--- src/rtl/video_pkg.sv ---
// Shared video types: RGB565/RGB888 pixels, scan flag bundle and raster total helper.
package video_pkg;

  typedef struct packed {
    logic [4:0] r;
    logic [5:0] g;
    logic [4:0] b;
  } rgb565_t;

  typedef struct packed {
    logic [7:0] r;
    logic [7:0] g;
    logic [7:0] b;
  } rgb888_t;

  // Per-pixel raster flags carried alongside the read latency.
  typedef struct packed {
    logic de;
    logic hsync;
    logic vsync;
    logic first;
  } scan_flags_t;

  // MSB replication so full-scale 565 maps to full-scale 888.
  function automatic rgb888_t rgb565_to_888(input rgb565_t c);
    rgb888_t o;
    o.r = {c.r, c.r[4:2]};
    o.g = {c.g, c.g[5:4]};
    o.b = {c.b, c.b[4:2]};
    return o;
  endfunction

  function automatic int unsigned scan_total(input int unsigned active, input int unsigned front,
                                             input int unsigned sync, input int unsigned back);
    return active + front + sync + back;
  endfunction

endpackage

--- src/rtl/scanout_timing.sv ---
// Raster h/v counters with registered active/sync/first-pixel/frame-end decode.
// Decode is computed from the next counter values so each flag lines up with the counter it describes.
module scanout_timing
  import video_pkg::*;
#(
  parameter int DISPLAY_WIDTH  = 100,
  parameter int DISPLAY_HEIGHT = 100,
  parameter int H_FRONT = 8,
  parameter int H_SYNC  = 16,
  parameter int H_BACK  = 8,
  parameter int V_FRONT = 2,
  parameter int V_SYNC  = 2,
  parameter int V_BACK  = 4
) (
  input  logic clk,
  input  logic rst,
  output logic active,
  output logic hsync_on,
  output logic vsync_on,
  output logic first_pixel,
  output logic frame_end
);

  localparam int H_TOTAL = scan_total(DISPLAY_WIDTH, H_FRONT, H_SYNC, H_BACK);
  localparam int V_TOTAL = scan_total(DISPLAY_HEIGHT, V_FRONT, V_SYNC, V_BACK);
  localparam int H_BITS  = $clog2(H_TOTAL + 1);
  localparam int V_BITS  = $clog2(V_TOTAL + 1);

  localparam logic [H_BITS-1:0] H_LAST   = H_BITS'(H_TOTAL - 1);
  localparam logic [V_BITS-1:0] V_LAST   = V_BITS'(V_TOTAL - 1);
  localparam logic [H_BITS-1:0] H_ACT    = H_BITS'(DISPLAY_WIDTH);
  localparam logic [V_BITS-1:0] V_ACT    = V_BITS'(DISPLAY_HEIGHT);
  localparam logic [H_BITS-1:0] HS_START = H_BITS'(DISPLAY_WIDTH + H_FRONT);
  localparam logic [H_BITS-1:0] HS_END   = H_BITS'(DISPLAY_WIDTH + H_FRONT + H_SYNC);
  localparam logic [V_BITS-1:0] VS_START = V_BITS'(DISPLAY_HEIGHT + V_FRONT);
  localparam logic [V_BITS-1:0] VS_END   = V_BITS'(DISPLAY_HEIGHT + V_FRONT + V_SYNC);

  logic [H_BITS-1:0] h, h_nxt;
  logic [V_BITS-1:0] v, v_nxt;

  always_comb begin
    h_nxt = h + 1'b1;
    v_nxt = v;
    if (h == H_LAST) begin
      h_nxt = '0;
      v_nxt = (v == V_LAST) ? '0 : v + 1'b1;
    end
  end

  always_ff @(posedge clk) begin
    if (rst) begin
      h           <= '0;
      v           <= '0;
      active      <= 1'b1;
      hsync_on    <= 1'b0;
      vsync_on    <= 1'b0;
      first_pixel <= 1'b1;
      frame_end   <= 1'b0;
    end else begin
      h           <= h_nxt;
      v           <= v_nxt;
      active      <= (h_nxt < H_ACT) && (v_nxt < V_ACT);
      hsync_on    <= (h_nxt >= HS_START) && (h_nxt < HS_END);
      vsync_on    <= (v_nxt >= VS_START) && (v_nxt < VS_END);
      first_pixel <= (h_nxt == '0) && (v_nxt == '0);
      frame_end   <= (h_nxt == H_LAST) && (v_nxt == V_LAST);
    end
  end

endmodule

--- src/rtl/framebuffer_scanout.sv ---
// Framebuffer display reader: running read address, flag delay matching the memory latency,
// RGB565->RGB888 expansion and aligned output registers (outputs lag counters by READ_LATENCY+1).
module framebuffer_scanout
  import video_pkg::*;
#(
  parameter int DISPLAY_WIDTH         = 100,
  parameter int DISPLAY_HEIGHT        = 100,
  parameter int H_FRONT               = 8,
  parameter int H_SYNC                = 16,
  parameter int H_BACK                = 8,
  parameter int V_FRONT               = 2,
  parameter int V_SYNC                = 2,
  parameter int V_BACK                = 4,
  parameter int SYNC_ACTIVE_LOW       = 1,
  parameter int READ_LATENCY          = 1,
  parameter int FRAMEBUFFER_DATA_BITS = 16,
  parameter int FRAMEBUFFER_SIZE      = DISPLAY_WIDTH * DISPLAY_HEIGHT,
  parameter int FRAMEBUFFER_ADDR_BITS = $clog2(FRAMEBUFFER_SIZE)
) (
  input  logic                             clk,
  input  logic                             rst,
  output logic [FRAMEBUFFER_ADDR_BITS-1:0] framebuffer_rd_addr,
  input  logic [FRAMEBUFFER_DATA_BITS-1:0] framebuffer_rd_data,
  output logic [7:0]                       pixel_r,
  output logic [7:0]                       pixel_g,
  output logic [7:0]                       pixel_b,
  output logic                             data_enable,
  output logic                             hsync,
  output logic                             vsync,
  output logic                             frame_start
);

  localparam logic [FRAMEBUFFER_ADDR_BITS-1:0] ADDR_LAST =
    FRAMEBUFFER_ADDR_BITS'(FRAMEBUFFER_SIZE - 1);
  localparam logic SYNC_IDLE = (SYNC_ACTIVE_LOW != 0);

  logic t_active, t_hsync, t_vsync, t_first, t_frame_end;

  scanout_timing #(
    .DISPLAY_WIDTH (DISPLAY_WIDTH),
    .DISPLAY_HEIGHT(DISPLAY_HEIGHT),
    .H_FRONT       (H_FRONT),
    .H_SYNC        (H_SYNC),
    .H_BACK        (H_BACK),
    .V_FRONT       (V_FRONT),
    .V_SYNC        (V_SYNC),
    .V_BACK        (V_BACK)
  ) u_timing (
    .clk        (clk),
    .rst        (rst),
    .active     (t_active),
    .hsync_on   (t_hsync),
    .vsync_on   (t_vsync),
    .first_pixel(t_first),
    .frame_end  (t_frame_end)
  );

  // Address follows the counters; it rewinds on the last raster cycle so (0,0) always reads 0.
  always_ff @(posedge clk) begin
    if (rst || t_frame_end) begin
      framebuffer_rd_addr <= '0;
    end else if (t_active && (framebuffer_rd_addr != ADDR_LAST)) begin
      framebuffer_rd_addr <= framebuffer_rd_addr + 1'b1;
    end
  end

  scan_flags_t pipe [READ_LATENCY];

  always_ff @(posedge clk) begin
    if (rst) begin
      for (int i = 0; i < READ_LATENCY; i++) pipe[i] <= '0;
    end else begin
      pipe[0] <= '{de: t_active, hsync: t_hsync, vsync: t_vsync, first: t_first};
      for (int i = 1; i < READ_LATENCY; i++) pipe[i] <= pipe[i-1];
    end
  end

  scan_flags_t aligned;
  rgb888_t     px;

  assign aligned = pipe[READ_LATENCY-1];
  assign px      = rgb565_to_888(rgb565_t'(framebuffer_rd_data[15:0]));

  always_ff @(posedge clk) begin
    if (rst) begin
      pixel_r     <= '0;
      pixel_g     <= '0;
      pixel_b     <= '0;
      data_enable <= 1'b0;
      frame_start <= 1'b0;
      hsync       <= SYNC_IDLE;
      vsync       <= SYNC_IDLE;
    end else begin
      pixel_r     <= aligned.de ? px.r : 8'h00;
      pixel_g     <= aligned.de ? px.g : 8'h00;
      pixel_b     <= aligned.de ? px.b : 8'h00;
      data_enable <= aligned.de;
      frame_start <= aligned.first;
      hsync       <= aligned.hsync ^ SYNC_IDLE;
      vsync       <= aligned.vsync ^ SYNC_IDLE;
    end
  end

endmodule

--- config.mk ---
export PLATFORM = sky130hd
export DESIGN_NAME = framebuffer_scanout
export DESIGN_NICKNAME = d
export VERILOG_FILES = /design/src/rtl/video_pkg.sv /design/src/rtl/scanout_timing.sv /design/src/rtl/framebuffer_scanout.sv
export SDC_FILE = /design/constraint.sdc
export NUM_CORES = 1
export LEC_CHECK = 0
export BUFFER_PORTS_ARGS = -buffer_cell sky130_fd_sc_hd__buf_2
export CAP_MARGIN = 20
export CORE_MARGIN = 1.5
export CORE_UTILIZATION = 33
export CTS_BUF_LIST = sky130_fd_sc_hd__clkbuf_8 sky130_fd_sc_hd__clkbuf_16
export DETAILED_ROUTE_END_ITERATION = 7
export GPL_TIMING_DRIVEN = 0
export PLACE_DENSITY = 0.6
export SYNTH_ARGS = -nofsm -noshare
export SYNTH_HDL_FRONTEND = slang
export SYNTH_SLANG_ARGS = --single-unit
export TNS_END_PERCENT = 20
--- constraint.sdc ---
create_clock -name clk -period 2.5 [get_ports clk]
set_input_delay 0.375 -clock clk [delete_from_list [all_inputs] [get_ports clk]]
set_output_delay 0.375 -clock clk [all_outputs]
set_load 0.1 [all_outputs]
# [After elaboration in Yosys (flattened, before gate mapping)]
# Memories as Yosys holds them, arrays and structs flattened.
# Cells that the tools add are included.
[totals] elab_cells=52 mem_count=1 inputBits=18 ram_bits=4 out_inout_bits=42 register_bits=62
[classes] n_eq_ne=5 n_bitwise=3 n_reduce_logical=11 magnitude_cmp=6 muxes=8 n_addsub=3
[memory_table] memory="pipe" depth=1 word_bits=4 rd=1 rd_clocked_by_memory_dff=0 write_ports=1 line="framebuffer_scanout.sv:67" source="scan_flags_t pipe [READ_LATENCY];"
[ops] cell="$eq 8x8->1 const B" count=2
[ops] cell="$lt 8x7->1 const B" count=2
[ops] cell="$add 14x1->14 const B" count=1
[ops] cell="$eq 7x7->1 const B" count=2
[ops] cell="$lt 7x7->1 const B" count=2
[ops] cell="$mux 7" count=2
[ops] cell="$ne 14x14->1 const B" count=1
[ops] cell="$add 8x1->8 const B" count=1
[ops] cell="$ge 8x7->1 const B" count=1
[ops] cell="$logic_not 8->1" count=1
[ops] cell="$mux 8" count=1
[ops] cell="$add 7x1->7 const B" count=1
[ops] cell="$ge 7x7->1 const B" count=1
[ops] cell="$logic_not 7->1" count=1
[ops] cell="$logic_and 1x1->1" count=6
[ops] cell="$mux 1" count=4
[ops] cell="$mux 4" count=1
[ops] cell="$reduce_or 4->1" count=1
[ops] cell="$not 1->1" count=3
[ops] cell="$reduce_or 2->1" count=1
[ops] cell="$logic_or 1x1->1" count=1

# [Longest topological paths before layout]
[logic_depth] word_depth=5 ltp_mapped=7 mapped_depth_nobuf=6

# [Modules after synthesis]
# Synthesis repeated with hierarchy kept, for this count alone.
[hier_totals] cells_unflattened=272 area_unflattened_um2=2592.5
[modules_own_cells] mod="framebuffer_scanout" n_inst=1 area_per_inst_um2=1400.1 cells_each=140 seq_area_each_um2=760.7
[modules_own_cells] mod="scanout_timing" n_inst=1 area_per_inst_um2=1192.4 cells_each=132 seq_area_each_um2=400.4

# [Worst setup path before layout]
# OpenSTA, ideal clock, no wires.
[synth_timing] path_type="register to register" startpoint="register framebuffer_rd_addr[8]" endpoint="register framebuffer_rd_addr[5]" setup_slack_ns=-0.294 period_less_slack_ns=2.794 path_stages_with_launch=7 required_ns=2.372 t_arrival_ns=2.666 n_path_buf=1 setup_ns=0.128 path_cell_list="dfxtp_1 -> or4b_2 -> o41ai_2 -> buf_2 -> nor3_1 -> xnor2_1 -> nor2_1"
[synth_via] elab_chain_cells=2
[synth_rtl] element="from (decl)" line="framebuffer_scanout.sv:22" source="output logic [FRAMEBUFFER_ADDR_BITS-1:0] framebuffer_rd_addr,"
[synth_rtl] element="from (signal assigned)" line="framebuffer_scanout.sv:63" source="framebuffer_rd_addr <= framebuffer_rd_addr + 1'b1;"
[synth_rtl] element="$ne 14x14->1" line="framebuffer_scanout.sv:62" source="end else if (t_active && (framebuffer_rd_addr != ADDR_LAST)) begin"
[synth_rtl] element="$logic_and 1x1->1" line="framebuffer_scanout.sv:62"
# No other way between the ends.
# A chain may end at the register's enable or synchronous reset.

# [Final worst setup path]
[layout_timing] startpoint="register u_timing.h[5]" endpoint="register u_timing.vsync_on"
[layout_via] elab_chain_cells=4 elab_cells_between_ends=5 cone_classes="2 x order compare; 1 x eq/ne; 1 x mux; 1 x reduce/logical"
[layout_rtl] element="from (decl)" line="scanout_timing.sv:38" source="logic [H_BITS-1:0] h, h_nxt;"
[layout_rtl] element="from (signal assigned)" line="scanout_timing.sv:60" source="h <= h_nxt;"
[layout_rtl] element="$eq 8x8->1 *" line="scanout_timing.sv:44" source="if (h == H_LAST) begin"
[layout_rtl] element="$mux 7 *" line="scanout_timing.sv:44"
[layout_rtl] element="$ge 7x7->1 or $lt 7x7->1 (tied branches)" line="scanout_timing.sv:64" source="vsync_on <= (v_nxt >= VS_START) && (v_nxt < VS_END);"
[layout_rtl] element="$logic_and 1x1->1 *" line="scanout_timing.sv:64"
[layout_rtl] element="to (signal assigned)" line="scanout_timing.sv:64"
[layout_rtl] element="to (decl)" line="scanout_timing.sv:19" source="output logic vsync_on,"
# Every way passes the cells marked *; elsewhere a longest branch is shown, timed or not.

==> results.toml <==
[cells_and_area]
fillers = 785
final_cell_mix = "buf_2 (63), dfxtp_1 (49), nor2_1 (26), xnor2_1 (17), and2_1 (16)"
layout_commonest_cell = "buf_2"
area_growth_pct = 26.02
final_area_um2 = 3248
utilization_pct = 42.47
drive_above_1_share_pct = 33.72
antenna_cells = 0
num-nets-final = 364

[setup_path]
slowest_delay_ns = 0.52
setup.worst_path.end_class = "flip-flop"
cp_slowest_cell = "or4b_4"
r2r_cells = 7
worstPathCellList = "buf_4 > or4b_4 > buf_6 > o41ai_4 > a22oi_2 > or4_4 > nor3_1"
crit_required_ns = 2.75
path_class = "flip-flop to flip-flop"
path_max_fanout = 9
start_kind = "flip-flop"
cp.arrival_ns = 2.67

[sta]
slew_violations = 0
final.min_clock_period_ns = 2.423
hold_viol = 0
grt_setup_unrepaired = "no"
final.setup.tns_ns = 0
setup_viol = 0
relSlewSlack_pct = 57.38
max_freq_mhz = 412.8
finClkSkew_ns = 0.01302
tightest_slew_ns = 0.6304
fin_ws_ns = 0.07722
finalCritPeriodShare_pct = 96.91

[placed_design]
port_buffers = 59
place_ws_ns = -0.03911
post-dp-hpwl_mm = 3.807
gp_congestion = 0.8177
place_area_um2 = 3009

[pwr]
switching_share_pct = 27.20
vdd.ir_drop.worst_v = 0.0002426
p_leak_nw = 1.406
pwr-share-comb_pct = 12.5
power_frac_seq_pct = 44.2
p_sw_uw = 593.9
powerDensity_nw_per_um2 = 672.3
p_int_mw = 1.590
clkPwrFrac_pct = 43.4

[clock_tree]
cts.sink_count = 58
cts_tree = "yes"
clock_path_buffers = 2
path_clk_slew_ns = 0.07
cts_root_buf = "clkbuf_8"
ctsHoldBuffers = 0
cts_max_level = 3
clk_latency_ns = 0.33
numCtsBuffers = 9

[die]
rows = 32
pin_count = 60
die_w_um = 91.38
die_h_um = 91.38
fp.dieArea_um2 = 8349
start_util_pct = 33.70
core_um2 = 7647

[drt]
antenna_left = 0
drt_iter0_drc = 144
first_pass_iters = 4
via_per_inst = 4.748
vias = 2132
route.detailed.drc = 0
wl_per_cell_um = 12.07
wirelength_mm = 5.418

[synthesis]
synthFlopType = "dfxtp_1"
avgSynthCellArea_um2 = 9.476
synth_edf_count = 0
yosys_register_bits = 58
synth.distinct_cells = 58
syn_inst = 272
ys_warn_count = 0
synth-async-reset-ratio_pct = 0
netlist_area_um2 = 2577
ys_seq_area_share_pct = 45.05
synth_nets = 294

[outcome]
outcome = "finished clean"

[global_route]
grt-ovfl-total = 0
grt_antenna_before_repair = 0
grt_pass1_wl_mm = 8.859
grt_pass1_vias = 1889
grt_usage_pct = 13.35
grt_max_degree = 11

[hold_path]
min_path_type = "primary input to flip-flop"
min_path_cells = 2

[job]
drv_cap = 0
==> cell type report <==
class | count | area (µm²) | area share, %
Sequential cell | 58 | 1172 | 36.09
Clock inverter | 6 | 81.33 | 2.504
Clock buffer | 10 | 137.6 | 4.237
Timing Repair Buffer | 60 | 302.8 | 9.322
Tap cell | 102 | 127.6 | 3.929
Inverter | 8 | 30.03 | 0.9245
Buffer | 23 | 141.4 | 4.353
Multi-Input combinational cell | 182 | 1255 | 38.64
==> registers in the layout, indices dropped and copies added (netlist names), 4 cells and up <==
name,cells
framebuffer_rd_addr,14
pipe,4
pixel_b,5
pixel_g,6
pixel_r,5
u_timing.h,8
u_timing.v,7
==> per-stage QoR <==
stage / cells / hold slack [ns] / power [mW]
final: 449 / 0.2390 / 2.184
after detailed placement: 433 / 0.3593 / 1.257
after floorplan: 272 / 0.3513 / 1.206
after CTS: 450 / 0.2256 / 2.213
after global placement: 433 / 0.3658 / 1.254
after global routing: 449 / 0.2346 / 2.263
==> final timing paths <==
check	startpoint	slack, ns	to
max	u_timing.h[5]$_SDFF_PP0_	0.08	u_timing.vsync_on$_SDFF_PP0_
min	framebuffer_rd_data[14]	0.24	pixel_r[6]$_SDFF_PP0_
max reg2reg	u_timing.h[5]$_SDFF_PP0_	0.08	u_timing.vsync_on$_SDFF_PP0_
min reg2reg	pipe[0][1]$_SDFF_PP0_	0.37	vsync$_SDFF_PP1_
==> synth_stat cells, types with 3 or more instances <==
cell	count	share of area [%]
dfxtp_1	58	45
nor2_1	26	3.8
xnor2_1	17	5.8
and2_1	16	3.9
nor3_1	13	2.5
nand3_1	12	2.3
nand2_1	11	1.6
buf_4	9	2.6
inv_1	8	1.2
nor4_1	8	1.9
a21oi_1	6	1.2
clkbuf_1	6	0.87
nand4_1	6	1.5
nor2b_1	6	1.5
buf_2	5	0.97
xor2_1	5	1.7
ha_1	4	1.9
nand2b_1	4	0.97
mux2i_1	3	1.2
nor3b_1	3	0.87
o21ai_0	3	0.58
o221a_2	3	1.3
==> routing by layer <==
layer / share of wire (%) / GRT usage (%)
met1: 48 / 17.23
met2: 44 / 19.84
met3: 6.3 / 4.104
met4: 1.1 / 7.031
met5: 0 / 0
==> critical path: cells and delay by family (launching register included) <==
| kind | cells | cell delay [ns] |
|---|---|---|
| AO/OA/AOI/OAI | 2 | 0.50 |
| AND/OR/NAND/NOR | 3 | 1.22 |
| buffers and inverters | 2 | 0.32 |
| flip-flops | 1 | 0.30 |
==> power groups by stage <==
stage / Combinational, mW / Sequential [mW] / Clock [mW]
finish: 0.272 / 0.964 / 0.947
global route: 0.286 / 0.966 / 1.01
CTS: 0.273 / 0.964 / 0.976
detailed placement: 0.273 / 0.984 / 0
global placement: 0.272 / 0.982 / 0
floorplan: 0.104 / 1.10 / 0
==> timing repair <==
| action | 4_1_cts | 5_1_grt |
|---|---|---|
| setup buffers | 1 | 0 |
| resized for setup | 2 | 4 |
| setup endpoints to repair | 1 | 10 |
| pin swaps | 1 | 2 |
==> logic make-up (layout without fill, tap and decap cells) <==
family / count (synthesis) / count (layout) / synth area share (%)
buffers and inverters: 32 / 107 / 6.796
adders and majority gates: 4 / 4 / 1.942
DFF: 58 / 58 / 45.05
AOI/OAI and AO/OA: 29 / 29 / 9.661
muxes: 4 / 4 / 1.602
and+or+nand+nor: 123 / 123 / 27.48
xor gates and xnor gates: 22 / 22 / 7.476
(Power assumes the default switching activity.)
